$ cat config.mk
export PLATFORM = sky130hd
export DESIGN_NAME = arb2_stream_sel_flat
export DESIGN_NICKNAME = d
export VERILOG_FILES = /design/src/rtl/arb2_stream_sel_pkg.sv /design/src/rtl/arb2_stream_sel_if.sv /design/src/rtl/arb2_stream_sel_rr2_grant.sv /design/src/rtl/arb2_stream_sel.sv /design/src/flat_wrapper.sv
export SDC_FILE = /design/constraint.sdc
export NUM_CORES = 1
export LEC_CHECK = 0
export CORE_UTILIZATION = 35
export DETAILED_ROUTE_END_ITERATION = 16
export PLACE_DENSITY = 0.77
export RECOVER_POWER = 50
export SLEW_MARGIN = 20
export SYNTH_ARGS = -nofsm -noshare
export SYNTH_HDL_FRONTEND = slang
export SYNTH_HIERARCHICAL = 1
export SYNTH_SLANG_ARGS = --single-unit
$ cat constraint.sdc
create_clock -name clk -period 1.5 [get_ports clk]
set_clock_uncertainty 0.05 [all_clocks]
set_input_delay 0.225 -clock clk [delete_from_list [all_inputs] [get_ports clk]]
set_output_delay 0.225 -clock clk [all_outputs]
set_load 0.02 [all_outputs]
$ cat src/rtl/arb2_stream_sel_pkg.sv
// Shared types and constants for the two-input round-robin stream arbiter.
package arb2_pkg;

  localparam int unsigned DW_DEFAULT = 8;

  typedef logic sel_t;
  localparam sel_t SEL_W0 = 1'b0;
  localparam sel_t SEL_W1 = 1'b1;

  typedef enum logic [1:0] {
    LK_NONE,
    LK_W0,
    LK_W1
  } lock_t;

endpackage

$ cat src/rtl/arb2_stream_sel_if.sv
// Source/sink stream bundle for arb2_stream_sel; last signals exist only with ARB2_PKT_LOCK_EN.
interface arb2_stream_sel_if #(
  parameter int unsigned DW = arb2_pkg::DW_DEFAULT
);

  logic [DW-1:0] w0_data;
  logic          w0_valid;
  logic          w0_ready;
  logic [DW-1:0] w1_data;
  logic          w1_valid;
  logic          w1_ready;
  logic [DW-1:0] f_data;
  logic          f_valid;
  logic          f_ready;
  logic          s;
`ifdef ARB2_PKT_LOCK_EN
  logic          w0_last;
  logic          w1_last;
  logic          f_last;

  modport master (
    input  w0_data, w0_valid, w0_last, w1_data, w1_valid, w1_last, f_ready,
    output w0_ready, w1_ready, f_data, f_valid, f_last, s
  );
  modport slave (
    output w0_data, w0_valid, w0_last, w1_data, w1_valid, w1_last, f_ready,
    input  w0_ready, w1_ready, f_data, f_valid, f_last, s
  );
`else
  modport master (
    input  w0_data, w0_valid, w1_data, w1_valid, f_ready,
    output w0_ready, w1_ready, f_data, f_valid, s
  );
  modport slave (
    output w0_data, w0_valid, w1_data, w1_valid, f_ready,
    input  w0_ready, w1_ready, f_data, f_valid, s
  );
`endif

endinterface

$ cat src/rtl/arb2_stream_sel_rr2_grant.sv
// Combinational two-way round-robin grant with optional lock override and next-last_grant.
module rr2_grant
  import arb2_pkg::*;
(
  input  logic i_w0_valid,
  input  logic i_w1_valid,
  input  sel_t i_last_grant,
  input  logic i_locked,
  input  sel_t i_lock_sel,
  input  logic i_update,
  output sel_t o_grant,
  output logic o_any,
  output sel_t o_next_last_grant
);

  always_comb begin
    o_grant = SEL_W0;
    o_any   = 1'b0;
    if (i_locked) begin
      // A locked source keeps the grant even while idle; the other source is never served.
      o_grant = i_lock_sel;
      o_any   = (i_lock_sel == SEL_W1) ? i_w1_valid : i_w0_valid;
    end else if (i_w0_valid && i_w1_valid) begin
      o_grant = (i_last_grant == SEL_W1) ? SEL_W0 : SEL_W1;
      o_any   = 1'b1;
    end else if (i_w0_valid) begin
      o_grant = SEL_W0;
      o_any   = 1'b1;
    end else if (i_w1_valid) begin
      o_grant = SEL_W1;
      o_any   = 1'b1;
    end
    o_next_last_grant = (i_update && o_any) ? o_grant : i_last_grant;
  end

endmodule

$ cat src/rtl/arb2_stream_sel.sv
// Two-input round-robin stream arbiter with one registered output stage.
// Define ARB2_PKT_LOCK_EN to hold the grant for a whole packet (w*_last / f_last).
module arb2_stream_sel
  import arb2_pkg::*;
#(
  parameter int unsigned DW = DW_DEFAULT
) (
  input logic              clk,
  input logic              rst_n,
  arb2_stream_sel_if.master bus
);

  logic          w_load;
  logic          w_any;
  logic          w_xfer;
  logic          w_locked;
  logic          w_update;
  sel_t          w_grant;
  sel_t          w_lock_sel;
  sel_t          w_next_last;
  logic [DW-1:0] w_data;

  sel_t          r_last_grant;
  sel_t          r_s;
  logic [DW-1:0] r_f_data;
  logic          r_f_valid;

  assign w_load = !r_f_valid || bus.f_ready;
  assign w_xfer = w_load && w_any;
  assign w_data = (w_grant == SEL_W1) ? bus.w1_data : bus.w0_data;

  rr2_grant u_grant (
    .i_w0_valid        (bus.w0_valid),
    .i_w1_valid        (bus.w1_valid),
    .i_last_grant      (r_last_grant),
    .i_locked          (w_locked),
    .i_lock_sel        (w_lock_sel),
    .i_update          (w_update),
    .o_grant           (w_grant),
    .o_any             (w_any),
    .o_next_last_grant (w_next_last)
  );

`ifdef ARB2_PKT_LOCK_EN
  lock_t r_lock;
  lock_t w_lock_nxt;
  logic  w_beat_last;
  logic  r_f_last;

  assign w_beat_last = (w_grant == SEL_W1) ? bus.w1_last : bus.w0_last;
  assign w_locked    = (r_lock != LK_NONE);
  assign w_lock_sel  = (r_lock == LK_W1) ? SEL_W1 : SEL_W0;
  // Round-robin pointer only advances when a packet ends, not on every beat.
  assign w_update    = w_load && w_beat_last;

  always_ff @(posedge clk or negedge rst_n) begin
    if (!rst_n) r_lock <= LK_NONE;
    else        r_lock <= w_lock_nxt;
  end

  always_comb begin
    w_lock_nxt = r_lock;
    if (w_xfer) begin
      if (w_beat_last)             w_lock_nxt = LK_NONE;
      else if (w_grant == SEL_W1)  w_lock_nxt = LK_W1;
      else                         w_lock_nxt = LK_W0;
    end
  end

  always_ff @(posedge clk or negedge rst_n) begin
    if (!rst_n)      r_f_last <= 1'b0;
    else if (w_xfer) r_f_last <= w_beat_last;
  end

  assign bus.f_last = r_f_last;
`else
  assign w_locked   = 1'b0;
  assign w_lock_sel = SEL_W0;
  assign w_update   = w_load;
`endif

  always_ff @(posedge clk or negedge rst_n) begin
    if (!rst_n) begin
      r_f_data     <= '0;
      r_f_valid    <= 1'b0;
      r_s          <= SEL_W0;
      r_last_grant <= SEL_W1;
    end else begin
      if (w_xfer) begin
        r_f_data  <= w_data;
        r_f_valid <= 1'b1;
        r_s       <= w_grant;
      end else if (w_load) begin
        r_f_valid <= 1'b0;
      end
      r_last_grant <= w_next_last;
    end
  end

  assign bus.w0_ready = w_xfer && (w_grant == SEL_W0);
  assign bus.w1_ready = w_xfer && (w_grant == SEL_W1);
  assign bus.f_data   = r_f_data;
  assign bus.f_valid  = r_f_valid;
  assign bus.s        = r_s;

endmodule

$ cat src/flat_wrapper.sv
// flat-port wrapper written by rule: the top's interface ports become plain ports
module arb2_stream_sel_flat import arb2_pkg::*;
#(
  parameter int unsigned DW = DW_DEFAULT
)
  (clk, rst_n, bus_w0_data, bus_w0_valid, bus_w1_data, bus_w1_valid, bus_f_ready, bus_w0_ready, bus_w1_ready, bus_f_data, bus_f_valid, bus_s);
  arb2_stream_sel_if #(.DW(DW)) bus_i ();
  input logic clk;
  input logic rst_n;
  input wire logic [$bits(bus_i.w0_data)-1:0] bus_w0_data;
  input wire logic [$bits(bus_i.w0_valid)-1:0] bus_w0_valid;
  input wire logic [$bits(bus_i.w1_data)-1:0] bus_w1_data;
  input wire logic [$bits(bus_i.w1_valid)-1:0] bus_w1_valid;
  input wire logic [$bits(bus_i.f_ready)-1:0] bus_f_ready;
  output wire logic [$bits(bus_i.w0_ready)-1:0] bus_w0_ready;
  output wire logic [$bits(bus_i.w1_ready)-1:0] bus_w1_ready;
  output wire logic [$bits(bus_i.f_data)-1:0] bus_f_data;
  output wire logic [$bits(bus_i.f_valid)-1:0] bus_f_valid;
  output wire logic [$bits(bus_i.s)-1:0] bus_s;
  assign bus_i.w0_data = bus_w0_data;
  assign bus_i.w0_valid = bus_w0_valid;
  assign bus_i.w1_data = bus_w1_data;
  assign bus_i.w1_valid = bus_w1_valid;
  assign bus_i.f_ready = bus_f_ready;
  assign bus_w0_ready = bus_i.w0_ready;
  assign bus_w1_ready = bus_i.w1_ready;
  assign bus_f_data = bus_i.f_data;
  assign bus_f_valid = bus_i.f_valid;
  assign bus_s = bus_i.s;
  arb2_stream_sel #(.DW(DW)) u_core (.clk(clk), .rst_n(rst_n), .bus(bus_i));
endmodule
==> flow_summary.ini, run 1 <==
[setup_path]
r2r-start = u_core/r_last_grant$_DFF_PN1_
cp-end-kind = output pin
arrival_ns = 1.29
critPathMaxFanout = 3
r2r-end = u_core/bus.f_data[3]$_DFFE_PN0P_
start_kind = flip-flop
critPathRequiredTime_ns = 1.22
r2r_setup_slack_ns = 0.02
cp-endpoint = bus_w1_ready
reg2reg_depth = 7
crit_start = u_core/r_last_grant$_DFF_PN1_
worstSetupPathType = reg -> out

[placed_design]
port_buffers = 32
gp_congestion = 0.7618
dp_hpwl_um = 1054
place_area_um2 = 944.7

[sta]
max_slew_margin_pct = 66.88
max_clock_freq_mhz = 637.3
min_period_ns = 1.569
period_share_pct = 104.6
hold_viol = 0
rsz0062_at_grt = true
report.final.slew_viol_count = 0
setup-violations-final = 2
fin_setup_tns_ns = -0.1232
tightest_slew_ns = 0.4951
setup_ws_ns = -0.06912
fin_worst_hold_slack_ns = 0.3078

[global_routing]
grt_usage_pct = 17.42
grt-ovfl-total = 0
grt_start_max_net_pins = 18
grt_pass1_wl_um = 2373
grt_pass1_vias = 555
antenna_found_initial = 0

[synth]
asyncSetResetFlopFracSynth_pct = 100.0
synth_edf_count = 0
synth_top_area_share_pct = 42.37
syn_inst = 56
synth_cell_type_count = 18
synthTopCellsByArea = dfrtp_1 (42%), mux2i_1 (14%), a31oi_1 (11%), a21oi_1 (6.8%), dfstp_2 (4.4%)
synth_ff_type = dfrtp_1
synth-seq-cells = 11
synth.cell_area_um2 = 590.6
synth_sequential_area_ratio_pct = 46.82
yosys.area.top_type = dfrtp_1
ys_top_cells_by_count = a31oi_1 (10), dfrtp_1 (10), a21oi_1 (8), mux2i_1 (8), nand2_1 (4)
avgSynthCellArea_um2 = 10.55
yosysWarnings = 6

[drt]
vias = 570
routed_wire_length_per_instance_um = 11.84
via_per_inst = 5.000
ant_nets = 0
postRouteWirelength_um = 1350
drc = 0
drt_pass1_iterations = 2
drtIter0Drc = 3

[final_layout]
ff_latch_area_um2 = 276.5
nNetsFinal = 120
design_area_um2 = 983.4
antenna_cells = 0
syn_to_final_growth_pct = 66.53
finish.utilization_pct = 63.80
multi_input_area_um2 = 292.8
drive_gt1_share_pct = 17.35
fill_cells = 149

[worst_hold_path]
worstHoldPathType = in -> async

[cts]
cts-hold-fix-buffers = 0
root_buffer = clkbuf_4
clkSinkCount = 11
cts_buffers = 3
cts.htree.levels = 1
clk_latency_ns = 0.26
cts_tree = yes
cts.clk_slew.worst_paths_ns = 0.07
clock_path_buffers = 2

[pwr]
ir_drop_mv = 0.5830
swShare_pct = 32.34
p_int_w = 0.0006456
pwr-share-seq_pct = 40.9
pwr_density_cell_mw_per_mm2 = 970.2
clock_power_share_pct = 20.8
p_leak_nw = 0.4520
p_comb_share_pct = 38.4
power.net_switching_w = 0.0003086

[floorplan]
rows = 14
ioPinCount = 33
start_util_pct = 38.31
fp.coreArea_mm2 = 0.001541
die_x_um = 43.08
die_y_um = 43.08
die_area_mm2 = 0.001855

[status]
status = finished with violations
violations = setup timing

[job]
drv_cap = 0
==> worst min-delay path by stage <==
stage | from | end | slack, ns | depth (start not counted)
4_1_cts | rst_n | u_core/bus.f_data[0]$_DFFE_PN0P_ | 0.25 | 1
2_1_floorplan | rst_n | u_core/bus.f_data[0]$_DFFE_PN0P_ | -0.12 | 0
6_report | rst_n | u_core/bus.f_data[0]$_DFFE_PN0P_ | 0.31 | 1
3_5_place_dp | u_core/bus.s$_DFFE_PN0P_ | u_core/bus.s$_DFFE_PN0P_ | 0.44 | 1
5_1_grt | rst_n | u_core/bus.f_data[0]$_DFFE_PN0P_ | 0.36 | 1
3_3_place_gp | u_core/bus.s$_DFFE_PN0P_ | u_core/bus.s$_DFFE_PN0P_ | 0.42 | 1
==> placed cells by master (no fill, tap or decap) <==
master           instances
nor2_1                   1
buf_6                    2
buf_4                    7
a21oi_1                  8
nand2b_1                 2
nand3b_1                 1
clkdlybuf4s50_1         17
nand2_1                  3
clkbuf_1                 1
and3_4                   1
nand2_2                  1
a31oi_1                 10
a21o_1                   1
clkbuf_4                 3
dfrtp_1                 10
dlygate4sd2_1           10
mux2i_1                  8
dlygate4sd3_1            1
nand2b_4                 1
dlymetal6s2s_1           2
and2_4                   1
conb_1                   5
o22a_1                   1
dfstp_2                  1
==> metal layers <==
metal	global-route usage, %	routed length (um)
met1	20.49	510
met2	27.88	678
met3	5.957	129
met4	9.091	32
met5	0	0
==> final cells by class <==
class                   instances  area share, %
well taps                      16          2.036
clock buffers                   4          2.672
flip-flops and latches         11          28.12
repair buffers                 39          37.40
multi-input cells              44          29.77
==> power groups by stage <==
stage                     sequential (W)  combinational, W  clock, W
after floorplan                 0.000456          0.000139         0
after global placement          0.000395          0.000384         0
after detailed placement        0.000399          0.000392         0
after CTS                       0.000392          0.000370  0.000206
after global routing            0.000400          0.000399  0.000218
final                           0.000390          0.000366  0.000198
==> cell families after synthesis <==
logic type / share of synthesized area, %
and+or+nand+nor: 12.29
other: 0.6350
buffers and inverters: 6.567
muxes: 13.56
DFF: 46.82
AOI/OAI and AO/OA: 20.13
==> critical path, cell delays in order (launching register included) <==
cell,delay (ns)
dfstp_2,0.54
nand2_1,0.05
nand3b_1,0.09
nand2_2,0.08
and3_4,0.15
buf_6,0.12
==> stage by stage <==
stage / instances / setup slack (ns) / total power (W)
floorplan: 60 / 0.07462 / 0.0005946
global placement: 108 / -0.5785 / 0.0007784
detailed placement: 108 / -0.5961 / 0.0007906
CTS: 113 / -0.07260 / 0.0009675
global route: 114 / -0.1319 / 0.001017
finish: 114 / -0.06912 / 0.0009542
==> registers in the layout, summed over array words and instances (netlist names) <==
name	flops
u_core/bus.f_data	8
u_core/bus.f_valid	1
u_core/bus.s	1
u_core/r_last_grant	1
==> what timing repair did <==
item                                   4_1_cts  5_1_grt
resized for setup                           23        2
setup endpoints to repair                   10       12
pin swaps                                    2        9
setup buffers                                1        1
cloned                                       0        0
endpoints found under the hold margin        0        0
Power figures use the tool's default switching activity.
==> run 2: changes to the inputs <==
--- a/config.mk
+++ b/config.mk
@@ -5,6 +5,7 @@
 export SDC_FILE = /design/constraint.sdc
 export NUM_CORES = 1
 export LEC_CHECK = 0
+export CORE_ASPECT_RATIO = 1.1
 export CORE_UTILIZATION = 35
 export DETAILED_ROUTE_END_ITERATION = 16
 export PLACE_DENSITY = 0.77
==> run 2 against run 1 <==
Against the previous run: global-route usage shrank 0.36 points; die area about the same; combinational power grew 2%; hold slack better by 0.0015 ns; register-to-register slack got worse by 0.04 ns; core utilization down 1.2 points; sequential power about the same; the run still ends with setup timing left; maximum frequency shrank 2.6%; critical path depth unchanged; cell area grew 0.38%; power increased by 1.7%.
==> flow_summary.ini, run 2 (synthesis gave the netlist of run 1 again) <==
[setup_path]
worstSetupPathType = reg -> out
critPathMaxStageDelay_ns = 0.54
arrival_ns = 1.34
cp_num_buf_inv = 1
worstPathCellList = nand2_1 -> nand3b_1 -> nand2_2 -> and3_4 -> buf_6
critPathMaxFanout = 3
worst_path_max_delay_cell = dfstp_2
start_kind = flip-flop
cp-end-kind = output pin
critPathTopFamily = flip-flops
r2r_setup_slack_ns = -0.02
critPathRequiredTime_ns = 1.22

[global_routing]
grt_start_max_net_pins = 18
grt-ovfl-total = 0
grt_usage_pct = 17.06
grt_pass1_wl_um = 2139
antenna_found_initial = 0
grt_pass1_vias = 514

[final_layout]
nNetsFinal = 121
final_common_cell = clkdlybuf4s50_1
largest_register_ffs = 8
final_cell_mix = clkdlybuf4s50_1 (17), dlygate4sd2_1 (12), a31oi_1 (10), dfrtp_1 (10), a21oi_1 (8)
syn_to_final_growth_pct = 67.16
design_area_um2 = 987.2
antenna_cells = 0
fill_cells = 161
drive_gt1_share_pct = 20.20

[sta]
setup-violations-final = 4
tightest_slew_ns = 0.5092
report.final.slew_viol_count = 0
max_slew_margin_pct = 65.94
setup_ws_ns = -0.1114
rsz0062_at_grt = true
period_share_pct = 107.4
hold_viol = 0
min_period_ns = 1.611
max_clock_freq_mhz = 620.6

[cts]
cts.htree.levels = 1
clkSinkCount = 11
clk_latency_ns = 0.27
root_buffer = clkbuf_4
cts_buffers = 3
cts.clk_slew.worst_paths_ns = 0.08
clock_path_buffers = 2
cts_tree = yes

[floorplan]
die_y_um = 45.08
rows = 15
start_util_pct = 37.46
die_x_um = 41.17
fp.coreArea_mm2 = 0.001577
ioPinCount = 33
die_area_mm2 = 0.001856

[placed_design]
place_area_um2 = 945.9
port_buffers = 32
gp_congestion = 0.7943
dp_hpwl_um = 1027

[pwr]
ir_drop_mv = 0.5570
p_leak_nw = 0.4447
pwr_density_cell_mw_per_mm2 = 982.8
total_power_w = 0.0009703

[worst_hold_path]
worstHoldPathType = in -> async

[drt]
via_per_inst = 4.983
postRouteWirelength_um = 1455
drc = 0
drtIter0Drc = 5
ant_nets = 0
routed_wire_length_per_instance_um = 12.54
drt_pass1_iterations = 3
vias = 578

[job]
drv_cap = 0

[status]
status = finished with violations
violations = setup timing
## run 2: changes by cell type in the layout (fill, tap and decap cells not counted), sizes merged
| cell | delta |
|---|---|
| dlygate4sd2 | +2 |
| dlymetal6s2s | -2 |
| clkinv | +1 |
## run 2: worst paths after layout
| check | start | to | depth (start not counted) |
|---|---|---|---|
| worst min register to register | u_core/bus.s$_DFFE_PN0P_ | u_core/bus.s$_DFFE_PN0P_ | 1 |
| min in group clk | bus_w1_valid | u_core/r_last_grant$_DFF_PN1_ | 3 |
| worst max register to register | u_core/r_last_grant$_DFF_PN1_ | u_core/bus.f_data[3]$_DFFE_PN0P_ | 7 |
| max in group asynchronous | rst_n | u_core/r_last_grant$_DFF_PN1_ | 1 |
| worst max-delay path | u_core/r_last_grant$_DFF_PN1_ | bus_w1_ready | 5 |
| worst min-delay path | rst_n | u_core/bus.f_data[0]$_DFFE_PN0P_ | 1 |
## run 2: cell type report
cell class | instances | area (um^2) | area share, %
Timing Repair Buffer | 40 | 365.4 | 37.01
Multi-Input combinational cell | 44 | 296.5 | 30.04
Sequential cell | 11 | 276.5 | 28.01
Clock buffer | 3 | 22.52 | 2.281
Tap cell | 17 | 21.27 | 2.155
Clock inverter | 1 | 5.005 | 0.5070
## run 2: where the power goes
group / switching [W] / internal [W]
clock: 0.000108 / 0.0000985
combinational: 0.000187 / 0.000188
sequential: 0.0000308 / 0.000358
## run 2: metal layers
layer | vias up | GRT usage [%] | part of all wire, %
li1 | 285 | - | -
met3 | 2 | 4.433 | 4.3
met2 | 20 | 24.69 | 49
met1 | 271 | 23.44 | 45
met4 | 0 | 7.742 | 1.0
met5 | - | 0 | 0
## run 2: repair_timing
action | in CTS | in global routing
cloned | 0 | 0
setup buffers | 2 | 1
gates resized for setup | 24 | 2
setup endpoints to repair | 12 | 9
hold buffers | 0 | 0
pin swaps | 3 | 1
## run 2: stage by stage
step	cells	worst slack, ns	TNS (ns)	utilization [%]	hold slack, ns
5_1_grt	116	-0.1905	-0.9120	62.62	0.3400
3_5_place_dp	109	-0.6322	-2.637	60.00	0.4221
4_1_cts	115	-0.08515	-0.1418	61.83	0.2597
3_3_place_gp	109	-0.5938	-2.087	60.00	0.4074
6_report	116	-0.1114	-0.2151	62.62	0.3093
2_1_floorplan	60	0.07462	0	-	-0.1206
==> edit (flow settings as in run 2) <==
Change the package constant `DW_DEFAULT` from 8 to 12.
--- a/src/rtl/arb2_stream_sel_pkg.sv
+++ b/src/rtl/arb2_stream_sel_pkg.sv
@@ -1,7 +1,7 @@
 // Shared types and constants for the two-input round-robin stream arbiter.
 package arb2_pkg;
 
-  localparam int unsigned DW_DEFAULT = 8;
+  localparam int unsigned DW_DEFAULT = 12;
 
   typedef logic sel_t;
   localparam sel_t SEL_W0 = 1'b0;
Interface: changed (resized bus_f_data, bus_w0_data and bus_w1_data); port bits go from 33 to 45. No check against the original RTL was run, so the function may have changed too.
==> edit against run 2 <==
- the flow still finishes with violations (negative setup slack)
- final area up 32%
- combinational power is 33% higher
- synthesized cell count up 34%
- non-clock buffer count grew 13
- die area is 37% higher
- setup slack better by 0.044 ns
- largest cell class unchanged
- critical path depth stayed put
- synthesized area up 39%
- routed wire length rose by 34%
- sequential cell count rose by 4
- count of clock-buffer cells in the layout unchanged
- power is 29% higher
==> edit: results (changes against run 2) <==
* Placed wire-length estimate at 1.51 mm (+47%)
* FFs w/ async S/R, synth at 1.00 (unchanged)
* Clk Latency, worst-skew pair at 0.27 ns (about the same)
* Reg2reg path depth at 6 (-1)
* Reg2Reg Launch Point: u_core/r_last_grant$_DFF_PN1_
* R2R setup slack at 0.07 ns (+0.09 ns)
* Routed WL per cell at 12.4 µm (-1.4%)
* Final Routed Wirelength at 1.96 mm (+34%)
* Tightest hold margin at 0.356 ns (+0.0468 ns)
* Net Sw Frac at 0.340 (+0.00477)
* All-layer global routing usage at 0.167 (-0.00367)
* Final setup TNS at -0.0918 ns (+0.123 ns)
* Largest net degree at the start of global routing at 18 (unchanged)
* Nets@finish at 158 (+31%)
* Arrival time at the worst endpoint at 1.29 ns (-0.05 ns)
* Dpl cell area at 1290 µm² (+36%)
* Placed Instances at 152 (+39%)
* Number of global-route vias before repair at 683 (+33%)
* Slew headroom at 0.477 (-0.182)
* Initial drt markers at 16 (+11)
* Min-delay worst type: in -> reg
* Cells taking the most area after synthesis: dfrtp_1, mux2i_1, a31oi_1
* Final hold vios at 0 (unchanged)
* Setup violations, final at 2 (-2)
* Power in combinational cells at 499 µW (+33%)
* CP top delay family: flip-flops
* CTS root buf: clkbuf_4
* Top cells by count, synth: a31oi_1, dfrtp_1, a21oi_1, mux2i_1
* First-pass GRT wire length at 2.95 mm (+38%)
* Ant diodes at 0 (unchanged)
* Hold Path Origin: bus_w0_valid
* Crit Path Max Fanout at 3 (unchanged)
* Syn Inst Count at 75 (+34%)
* Multiplexer share of the synthesized area at 0.146 (+0.0107)
* Placement Setup Slack at -0.631 ns (+0.00113 ns)
* Initial antenna violation count at 0 (unchanged)
* Status: finished with violations
* Worst Hold Depth at 3
* Clock slew at reported path FFs at roughly 0.090 ns
* Post-DR vias/cell at 4.80 (-3.6%)
* Maximum VDD drop at 0.505 mV (-9.3%)
* Failing checks: negative setup slack
* Yosys cell types at 20 (+2)
* Leak at 0.568 nW (+28%)
* Sequential share of power at 0.421 (+0.020)
* Synth Area in XOR/XNOR at 0 (unchanged)
* Psw at 427 µW (+31%)
* Share of cells above drive strength 1 at 0.156 (-0.0458)
* Pre-Repair DR Iteration Count at 4 (+1)
* Max FFs per register at 12 (+4)
* Seq/Total Area, Yosys at 0.459 (-0.00938)
* Setup ws final at -0.0675 ns (+0.0439 ns)
* Synth Flop Type: dfrtp_1
* Placer Congestion at 0.694 (-13%)
* Synth Area in Compound Gates at 0.200 (-0.00158)
* Critical Path Sink: bus_w1_ready
* Port Buf Inserts at 44 (+38%)
* Reg2reg end: u_core/bus.f_data[7]$_DFFE_PN0P_
## edit: cell count changes after synthesis
cell      before  now
buf_6          1    4
mux2i_1        8   12
nand2b_1       2    1
buf_12         0    1
buf_4          3    1
or2b_1         0    1
a31oi_1       10   14
a21oi_1        8   12
buf_2          1    2
dfrtp_1       10   14
## edit: cell type report
cell class              count  area, µm²
well taps                  30       37.5
repair buffers             53        479
fillers                   193        923
multi-input cells          56        385
flip-flops and latches     15        377
clock inverters             1       5.00
clock buffers               3       22.5
## edit: what timing repair did
action,in CTS,in global routing
endpoints found under the setup margin,28,3
setup buffers,3,0
pin swaps,2,0
gates resized for setup,28,1
endpoints found under the hold margin,0,0
## edit: metal layers
metal  up-vias  track usage  part of all wire  wire, µm
li1        374            -                 -         -
met1       360        0.183              0.40       789
met2        25        0.302              0.56      1090
met3         0       0.0310             0.038        75
met4         0       0.0602                 0         0
met5         -            0                 0         0
